### src/rtl/apb_uart_pkg.sv
// Shared definitions for the APB UART scheduler.
// Contents:
//   sched_state_t     - scheduler FSM states
//   UART_ADDR_DEFAULT - default APB address of the UART slave
//   tmo_cnt_width()   - width of the ACCESS timeout counter
package apb_uart_pkg;

  typedef enum logic [1:0] {
    IDLE   = 2'd0,
    SETUP  = 2'd1,
    ACCESS = 2'd2,
    DONE   = 2'd3
  } sched_state_t;

  localparam logic [31:0] UART_ADDR_DEFAULT = 32'h0000_0000;

  // The counter runs 0 .. timeout-1, so $clog2(timeout) bits are enough.
  function automatic int tmo_cnt_width(input int timeout);
    return (timeout > 1) ? $clog2(timeout) : 1;
  endfunction

endpackage

### src/rtl/apb_uart_rr_arb.sv
// Combinational round-robin picker.
// Ports:
//   req     - request vector, one bit per requester
//   ptr     - index of the most recently served requester
//   grant   - first requesting index searching upward from ptr+1 (wraps mod NREQ)
//   any_req - at least one request bit is high
module apb_uart_rr_arb
  import apb_uart_pkg::*;
#(
  parameter int NREQ = 4
) (
  input  logic [NREQ-1:0]         req,
  input  logic [$clog2(NREQ)-1:0] ptr,
  output logic [$clog2(NREQ)-1:0] grant,
  output logic                    any_req
);

  localparam int GW = $clog2(NREQ);

  // Search upward from ptr+1; the last-served requester is checked last.
  always_comb begin
    logic          found_s;
    logic [GW-1:0] idx_s;
    grant   = ptr;
    found_s = 1'b0;
    idx_s   = ptr;
    any_req = |req;
    for (int k = 1; k <= NREQ; k++) begin
      idx_s = GW'((int'(ptr) + k) % NREQ);
      if (!found_s && req[idx_s]) begin
        grant   = idx_s;
        found_s = 1'b1;
      end else begin
        found_s = found_s;
      end
    end
  end

endmodule

### src/rtl/apb_uart_sched.sv
// Round-robin scheduler sharing one APB UART slave between NREQ requesters.
// Ports:
//   pclk, presetn              - APB clock, async active-low reset
//   req/req_write/req_wdata    - per-requester request, direction, write byte
//   done                       - one-cycle completion pulse to the granted requester
//   rsp_rdata/rsp_err          - read byte / timeout flag, valid in the done cycle
//   m_psel..m_pwdata           - APB master outputs (all registered)
//   m_prdata/m_pready          - APB slave response
//   m_pwakeup                  - slave wakeup, informational only
module apb_uart_sched
  import apb_uart_pkg::*;
#(
  parameter int          NREQ      = 4,
  parameter int          TIMEOUT   = 64,
  parameter logic [31:0] UART_ADDR = UART_ADDR_DEFAULT
) (
  input  logic              pclk,
  input  logic              presetn,
  input  logic [NREQ-1:0]   req,
  input  logic [NREQ-1:0]   req_write,
  input  logic [8*NREQ-1:0] req_wdata,
  output logic [NREQ-1:0]   done,
  output logic [7:0]        rsp_rdata,
  output logic              rsp_err,
  output logic              m_psel,
  output logic              m_penable,
  output logic              m_pwrite,
  output logic [31:0]       m_paddr,
  output logic [7:0]        m_pwdata,
  input  logic [7:0]        m_prdata,
  input  logic              m_pready,
  input  logic              m_pwakeup
);

  localparam int          GW   = $clog2(NREQ);
  localparam int          CW   = tmo_cnt_width(TIMEOUT);
  localparam logic [CW-1:0] LAST = CW'(TIMEOUT - 1);

  sched_state_t    state_r, state_s;
  logic [GW-1:0]   ptr_r, ptr_s;
  logic [GW-1:0]   grant_r, grant_s;
  logic [CW-1:0]   cnt_r, cnt_s;
  logic [NREQ-1:0] done_r, done_s;
  logic [7:0]      rdata_r, rdata_s;
  logic            err_r, err_s;
  logic            psel_r, psel_s;
  logic            penable_r, penable_s;
  logic            pwrite_r, pwrite_s;
  logic [31:0]     paddr_r, paddr_s;
  logic [7:0]      pwdata_r, pwdata_s;

  logic [GW-1:0]   pick_s;
  logic            any_req_s;

  // Wakeup has no behavioural effect; it only qualifies the busy indication.
  logic unused_busy_s;
  assign unused_busy_s = m_pwakeup & (state_r != IDLE);

  apb_uart_rr_arb #(.NREQ(NREQ)) u_arb (
    .req     (req),
    .ptr     (ptr_r),
    .grant   (pick_s),
    .any_req (any_req_s)
  );

  // State and output registers; reset drops the APB strobes immediately.
  always_ff @(posedge pclk or negedge presetn) begin
    if (!presetn) begin
      state_r   <= IDLE;
      ptr_r     <= GW'(NREQ - 1);
      grant_r   <= '0;
      cnt_r     <= '0;
      done_r    <= '0;
      rdata_r   <= 8'h00;
      err_r     <= 1'b0;
      psel_r    <= 1'b0;
      penable_r <= 1'b0;
      pwrite_r  <= 1'b0;
      paddr_r   <= 32'h0000_0000;
      pwdata_r  <= 8'h00;
    end else begin
      state_r   <= state_s;
      ptr_r     <= ptr_s;
      grant_r   <= grant_s;
      cnt_r     <= cnt_s;
      done_r    <= done_s;
      rdata_r   <= rdata_s;
      err_r     <= err_s;
      psel_r    <= psel_s;
      penable_r <= penable_s;
      pwrite_r  <= pwrite_s;
      paddr_r   <= paddr_s;
      pwdata_r  <= pwdata_s;
    end
  end

  // Next-state and next-output logic; the registered values move one cycle ahead
  // of the state they belong to (e.g. done is set on the ACCESS->DONE edge).
  always_comb begin
    state_s   = state_r;
    ptr_s     = ptr_r;
    grant_s   = grant_r;
    cnt_s     = cnt_r;
    done_s    = '0;
    rdata_s   = rdata_r;
    err_s     = err_r;
    psel_s    = psel_r;
    penable_s = penable_r;
    pwrite_s  = pwrite_r;
    paddr_s   = paddr_r;
    pwdata_s  = pwdata_r;
    case (state_r)
      IDLE: begin
        if (any_req_s) begin
          grant_s   = pick_s;
          pwrite_s  = req_write[pick_s];
          pwdata_s  = req_wdata[{pick_s, 3'b000} +: 8];
          paddr_s   = UART_ADDR;
          psel_s    = 1'b1;
          penable_s = 1'b0;
          state_s   = SETUP;
        end else begin
          psel_s    = 1'b0;
          penable_s = 1'b0;
        end
      end
      SETUP: begin
        penable_s = 1'b1;
        cnt_s     = '0;
        state_s   = ACCESS;
      end
      ACCESS: begin
        // pready takes precedence over a coincident timeout.
        if (m_pready) begin
          rdata_s         = pwrite_r ? 8'h00 : m_prdata;
          err_s           = 1'b0;
          psel_s          = 1'b0;
          penable_s       = 1'b0;
          done_s[grant_r] = 1'b1;
          state_s         = DONE;
        end else if (cnt_r == LAST) begin
          rdata_s         = 8'h00;
          err_s           = 1'b1;
          psel_s          = 1'b0;
          penable_s       = 1'b0;
          done_s[grant_r] = 1'b1;
          state_s         = DONE;
        end else begin
          cnt_s = cnt_r + CW'(1);
        end
      end
      DONE: begin
        psel_s    = 1'b0;
        penable_s = 1'b0;
        ptr_s     = grant_r;
        state_s   = IDLE;
      end
      default: begin
        psel_s    = 1'b0;
        penable_s = 1'b0;
        state_s   = IDLE;
      end
    endcase
  end

  assign done      = done_r;
  assign rsp_rdata = rdata_r;
  assign rsp_err   = err_r;
  assign m_psel    = psel_r;
  assign m_penable = penable_r;
  assign m_pwrite  = pwrite_r;
  assign m_paddr   = paddr_r;
  assign m_pwdata  = pwdata_r;

endmodule

### config.mk
export PLATFORM = sky130hd
export DESIGN_NAME = apb_uart_sched
export DESIGN_NICKNAME = d
export VERILOG_FILES = /design/src/rtl/apb_uart_pkg.sv /design/src/rtl/apb_uart_rr_arb.sv /design/src/rtl/apb_uart_sched.sv
export SDC_FILE = /design/constraint.sdc
export NUM_CORES = 1
export LEC_CHECK = 0
export BUFFER_PORTS_ARGS = -buffer_cell sky130_fd_sc_hd__clkbuf_2
export CORE_MARGIN = 4
export CORE_UTILIZATION = 47
export CTS_BUF_LIST = sky130_fd_sc_hd__clkbuf_4 sky130_fd_sc_hd__clkbuf_8
export CTS_CLUSTER_DIAMETER = 60
export DETAILED_ROUTE_END_ITERATION = 8
export GPL_ROUTABILITY_DRIVEN = 0
export PLACE_DENSITY = 0.91
export SLEW_MARGIN = 20
export SYNTH_ARGS = -nofsm -noshare
export SYNTH_HDL_FRONTEND = slang
export SYNTH_HIERARCHICAL = 1
export SYNTH_SLANG_ARGS = --single-unit
### constraint.sdc
create_clock -name pclk -period 2.78 [get_ports pclk]
set_clock_uncertainty 0.15 [all_clocks]
set_input_delay 0.417 -clock pclk [delete_from_list [all_inputs] [get_ports pclk]]
set_output_delay 0.417 -clock pclk [all_outputs]
set_load 0.1 [all_outputs]
; ---- After elaboration in Yosys (flattened, before gate mapping)
; Index checks and enable logic that the tools add are counted.
[totals]
regBits = 36
input_bits = 52
elab_cells = 89
[classes]
add_sub_neg = 5
n_lt_le_gt_ge = 7
eq_ne = 8
shift = 1
muxes = 39
n_reduce_logical = 18
[ops]
columns = cell, n
row1 = indexed part select 32 x 6 -> 8 bit, 1
row2 = 2-to-1 mux 8 bit, 3
row3 = less-than comparator 2 x 3 -> 1 bit (second input constant), 6
row4 = 2-to-1 mux 1 bit, 14
row5 = 2-to-1 mux 2 bit, 7
row6 = 2-to-1 mux 4 bit, 3
row7 = 2-to-1 mux 6 bit, 2
row8 = one-hot mux 6 bit (2 select lines), 1
row9 = binary-select mux 1 bit (select 2 bit), 5
row10 = one-hot mux 2 bit (4 select lines), 1
row11 = AND reduction 2 bit, 4
row12 = adder 6 x 1 -> 6 bit (second input constant), 1
row13 = == test 6 bit (second input constant), 1
row14 = inequality test 2 bit (second input constant), 3
row15 = one-hot mux 1 bit (3 select lines), 2
row16 = adder 2 x 1 -> 2 bit (second input constant), 2
row17 = adder 2 bit (second input constant), 2
row18 = == test 2 bit (second input constant), 2
row19 = logical AND 1 bit, 4
row20 = nonzero test 2 bit, 2
row21 = OR reduction 4 bit, 1
row22 = zero test 1 bit, 3
row23 = inequality test 3 bit (second input constant), 1
row24 = AND reduction 3 bit, 1
row25 = 6 further kinds, 6

; ---- Depth between registers and ports, before layout
[depth]
depth_word = 15
ltp_mapped = 7
mapped_depth_nobuf = 6

; ---- Modules after synthesis
; Netlist, hierarchy kept.
[modules_own_cells]
columns = mod, n_inst, cells_each, area_each_um2
row1 = apb_uart_sched, 1, 162, 2014.4
row2 = apb_uart_rr_arb, 1, 14, 72.6

; ---- Least setup slack after synthesis
; OpenSTA, ideal clock, no wires.
[synth_path]
path_kind = register to register
startpoint = register ptr_r[1]
endpoint = register pwrite_r (netlist: m_pwrite)
setup_ns = 0.126
arrival_time_ns = 1.777
required_ns = 2.504
slack_ns = 0.728
stages_incl_launch_ff = 7
synth_period_minus_slack_ns = 2.052
path_cell_list = dfstp_2 -> mux2i_1 -> a32oi_1 -> nand2_1 -> buf_6 -> mux4_2 -> mux2_2
[synth_between]
elab_chain_cells = 15
[synth_lines]
columns = item, line_no
row1 = from (decl), apb_uart_sched.sv:40  ; logic [GW-1:0] ptr_r, ptr_s;
row2 = from (signal assigned), apb_uart_sched.sv:70  ; ptr_r <= GW'(NREQ - 1);
row3 = from (signal assigned), apb_uart_sched.sv:83  ; ptr_r <= ptr_s;
row4 = adder 2 x 1 -> 2 bit, apb_uart_rr_arb.sv:29  ; idx_s = GW'((int'(ptr) + k) % NREQ);
row5 = binary-select mux 1 bit (select 2 bit), apb_uart_rr_arb.sv:30  ; if (!found_s && req[idx_s]) begin
row6 = 2-to-1 mux 1 bit (not written as such), apb_uart_rr_arb.sv:30
row7 = 2-to-1 mux 1 bit, apb_uart_rr_arb.sv:30
row8 = zero test 1 bit, apb_uart_rr_arb.sv:30
row9 = logical AND 1 bit, apb_uart_rr_arb.sv:30
row10 = 2-to-1 mux 1 bit, apb_uart_rr_arb.sv:30
row11 = zero test 1 bit, apb_uart_rr_arb.sv:30
row12 = logical AND 1 bit, apb_uart_rr_arb.sv:30
row13 = 2-to-1 mux 1 bit, apb_uart_rr_arb.sv:30
row14 = zero test 1 bit, apb_uart_rr_arb.sv:30
row15 = logical AND 1 bit, apb_uart_rr_arb.sv:30
row16 = 2-to-1 mux 2 bit *, apb_uart_rr_arb.sv:30
row17 = via pick_s[0], apb_uart_sched.sv:52  ; logic [GW-1:0] pick_s;
row18 = binary-select mux 1 bit (select 2 bit) *, apb_uart_sched.sv:116  ; pwrite_s = req_write[pick_s];
row19 = 2-to-1 mux 1 bit (not written as such) *, apb_uart_sched.sv:116
row20 = to (signal assigned), apb_uart_sched.sv:91  ; pwrite_r <= pwrite_s;
row21 = to (decl), apb_uart_sched.sv:48  ; logic pwrite_r, pwrite_s;
; The timed path passes the listed nets; every way through them passes the cells marked *. The select of a mux whose other input is x is not followed.
; A chain may end at the register's enable or synchronous reset.

; ---- Worst setup path after layout
[layout_path]
startpoint = register ptr_r[1]
endpoint = register pwdata_r[6] (netlist: m_pwdata[6])
[layout_between]
elab_chain_cells = 14
[layout_lines]
columns = item, line_no
row1 = adder 2 x 1 -> 2 bit, apb_uart_rr_arb.sv:29
row2 = binary-select mux 1 bit (select 2 bit), apb_uart_rr_arb.sv:30
row3 = 2-to-1 mux 1 bit (not written as such), apb_uart_rr_arb.sv:30
row4 = 2-to-1 mux 1 bit, apb_uart_rr_arb.sv:30
row5 = zero test 1 bit, apb_uart_rr_arb.sv:30
row6 = logical AND 1 bit, apb_uart_rr_arb.sv:30
row7 = 2-to-1 mux 1 bit, apb_uart_rr_arb.sv:30
row8 = zero test 1 bit, apb_uart_rr_arb.sv:30
row9 = logical AND 1 bit, apb_uart_rr_arb.sv:30
row10 = 2-to-1 mux 1 bit, apb_uart_rr_arb.sv:30
row11 = zero test 1 bit, apb_uart_rr_arb.sv:30
row12 = logical AND 1 bit, apb_uart_rr_arb.sv:30
row13 = 2-to-1 mux 2 bit *, apb_uart_rr_arb.sv:30
row14 = via pick_s[0], apb_uart_sched.sv:52
row15 = indexed part select 32 x 6 -> 8 bit *, apb_uart_sched.sv:117  ; pwdata_s = req_wdata[{pick_s, 3'b000} +: 8];
row16 = to (signal assigned), apb_uart_sched.sv:93  ; pwdata_r <= pwdata_s;
row17 = to (decl), apb_uart_sched.sv:50  ; logic [7:0] pwdata_r, pwdata_s;
; Marked as above.

==> impl_metrics.env <==
export IMPL_port_buffers=74
export IMPL_netlist_area_um2=2090
export IMPL_yosys_top_cells_area="dfrtp_1, buf_4, mux4_2"
export IMPL_max_freq_ghz=0.409
export IMPL_slew_viol_final=0
export IMPL_r2r_start="ptr_r[1]"
export IMPL_die_h_um=74.6
export IMPL_synth_distinct_cells=39
export IMPL_yosys_warnings=6
export IMPL_timing_setup_tns_ns=0
export IMPL_dr_pass1_iters=4
export IMPL_hold_viol=0
export IMPL_syn2layout_area_growth_pct=18.1
export IMPL_grt_setup_unrepaired="false"
export IMPL_grt_pass1_wl_um=6150
export IMPL_path_delay_family="multiplexers"
export IMPL_maxCapViolations=0
export IMPL_htreeDepth=2
export IMPL_yosys_most_used_dff="dfrtp_1"
export IMPL_yosysSeqAreaShare=0.433
export IMPL_status="finished clean"
export IMPL_p_leak_nw=1.28
export IMPL_n_antenna_cell=0
export IMPL_min_period_ns=2.44
export IMPL_start_util=0.504
export IMPL_rows=23
export IMPL_cts_setup_buffers=0
export IMPL_synth_edff_count=0
export IMPL_antenna_found_initial=0
export IMPL_nFillCells=363
export IMPL_setup_worst_path_start="ptr_r[1]"
export IMPL_detail_route_wl_per_cell_um=13.9
export IMPL_io_pins=108
export IMPL_netlist_instances=176
export IMPL_cp_slowest_cell="dfstp_2"
export IMPL_cts_sinks=36
export IMPL_max_stage_delay_ns=0.59
export IMPL_final_setup_viol_count=0
export IMPL_die_area_um2=5570
export IMPL_route_detailed_drc=0
export IMPL_cp_arrival_ns=2.46
export IMPL_die_w_um=74.6
export IMPL_synth_async_reset_ratio=1.00
export IMPL_post_dp_cell_area_um2=2380
export IMPL_antenna_left=0
export IMPL_seq_area_um2=903
export IMPL_numCtsBuffers=5
export IMPL_synth_top_area_frac=0.408
export IMPL_ir_worst_vdd_v=0.000794
export IMPL_coreArea_um2=4140
export IMPL_vias=1521
export IMPL_cts_resized=0
export IMPL_yosysTopAreaCell="dfrtp_1"
export IMPL_syn_mean_instance_area_um2=11.9
export IMPL_end_kind="register"
export IMPL_clockBufferDepth=2
export IMPL_hpwl_um=3420
export IMPL_fin_hold_ws_ns=0.0899
export IMPL_cts_tree="done"
export IMPL_worstReg2RegEnd="m_pwdata[6]"
export IMPL_crit_type="reg2reg"
export IMPL_min_path_type="in2async"
export IMPL_crit_fanout=10
export IMPL_worst_r2r_cell_count=5
export IMPL_drt_total_wl_um=4230
export IMPL_grt_overflow_total=0
export IMPL_path_buf_inv=0
export IMPL_multi_input_area_um2=995
export IMPL_final_nets=311
export IMPL_rrSetupSlack_ns=0.34
export IMPL_via_per_inst=5.00
export IMPL_hold_buffers=0
export IMPL_relSlewSlack=0.422
export IMPL_worstMarginPinSlew_ns=0.867
export IMPL_cp_required_ns=2.79
export IMPL_grtUsageTotal=0.145
export IMPL_root_buffer="clkbuf_8"
export IMPL_synth_seq_cells=36
export IMPL_critPathLaunchType="register"
export IMPL_drt_iter0_drc=58
export IMPL_grt_max_degree=37
export IMPL_design_area_um2=2460
export IMPL_grt_pass1_vias=1428
export IMPL_crit_chain="mux2i_1 > a32oi_1 > nand2_1 > mux4_2 > mux2_2"
export IMPL_fin_crit_sh=0.879
export IMPL_clock_latency_ns=0.28
export IMPL_clk_transition_reported_paths_ns=0.06
export IMPL_power_density_nw_per_um2=1370
export IMPL_drive_gt1_frac=0.465
==> Yosys cell counts (all sizes together) (2+ instances only) <==
cell	count
dfstp	2
mux4	9
inv	6
nand2	9
nor3b	3
ha	6
o21ai	4
buf	36
dfrtp	34
nor3	4
nor2	7
mux2	14
a32oi	2
a21oi	9
nor2b	2
mux2i	2
clkbuf	2
a22o	8
nand2b	2
nand4	2
==> cell families (layout without fill, tap and decap cells) <==
kind of cell	after synthesis	in the layout	synth area share
AO/OA/AOI/OAI	29	29	0.102
adder cells (fa/ha/maj)	6	6	0.0360
flip-flops	36	36	0.433
XOR/XNOR	1	1	0.00420
buffers and inverters	44	91	0.146
other	1	32	0.00180
AND/OR/NAND/NOR	34	34	0.0929
multiplexers	25	25	0.184
==> routing by layer <==
layer,GRT usage,share of wire,vias to the layer above
met2,0.261,0.53,67
met3,0.0401,0.074,2
met4,0.0435,0.0071,0
met1,0.168,0.39,730
met5,0,0,-
li1,-,-,722
==> area by class of cell <==
class / instances / area share
Tap cell: 50 / 0.0254
Multi-Input combinational cell: 127 / 0.404
Timing Repair Buffer: 77 / 0.159
Sequential cell: 36 / 0.366
Clock inverter: 1 / 0.00203
Clock buffer: 7 / 0.0340
Inverter: 6 / 0.00914
==> registers in the layout, summed over array words and instances, names as in the netlist <==
register   cells
m_pwdata       8
rsp_rdata      8
cnt_r          6
done           4
grant_r        2
ptr_r          2
state_r        2
m_penable      1
m_psel         1
m_pwrite       1
rsp_err        1
==> report_power, final <==
group / internal (mW) / switching [mW]
Sequential: 0.732 / 0.144
Clock: 0.195 / 0.168
Combinational: 0.565 / 1.57
Total: 1.49 / 1.89
==> how the worst max path moves through the flow <==
stage / to / slack [ns] / cells after the start
after floorplan: m_pwrite / 0.73 / 6
after global routing: m_pwdata[5] / 0.14 / 5
after global placement: m_pwdata[3] / 0.36 / 5
after CTS: m_pwdata[6] / 0.29 / 5
after detailed placement: m_pwdata[6] / 0.30 / 5
final: m_pwdata[6] / 0.34 / 5
==> cell usage in the layout (no fill, tap or decap), types with 4 or more instances in the layout <==
cell,netlist,routed
inv_1,6,6
dfrtp_1,34,34
nand2_1,9,9
nor2_1,7,7
mux2_2,13,13
ha_1,6,6
clkbuf_8,0,5
nor3_1,4,4
a21oi_1,7,7
mux4_2,9,9
a22o_1,8,8
conb_1,1,32
clkbuf_2,0,74
==> per-stage QoR <==
step	setup WS, ns	total power, mW	utilization	cells
2_1_floorplan	0.728	2.74	-	207
3_3_place_gp	0.359	2.99	0.573	296
3_5_place_dp	0.301	3.04	0.573	296
4_1_cts	0.287	3.41	0.595	304
5_1_grt	0.138	3.55	0.595	304
6_report	0.337	3.38	0.595	304
(Power assumes the default switching activity.)
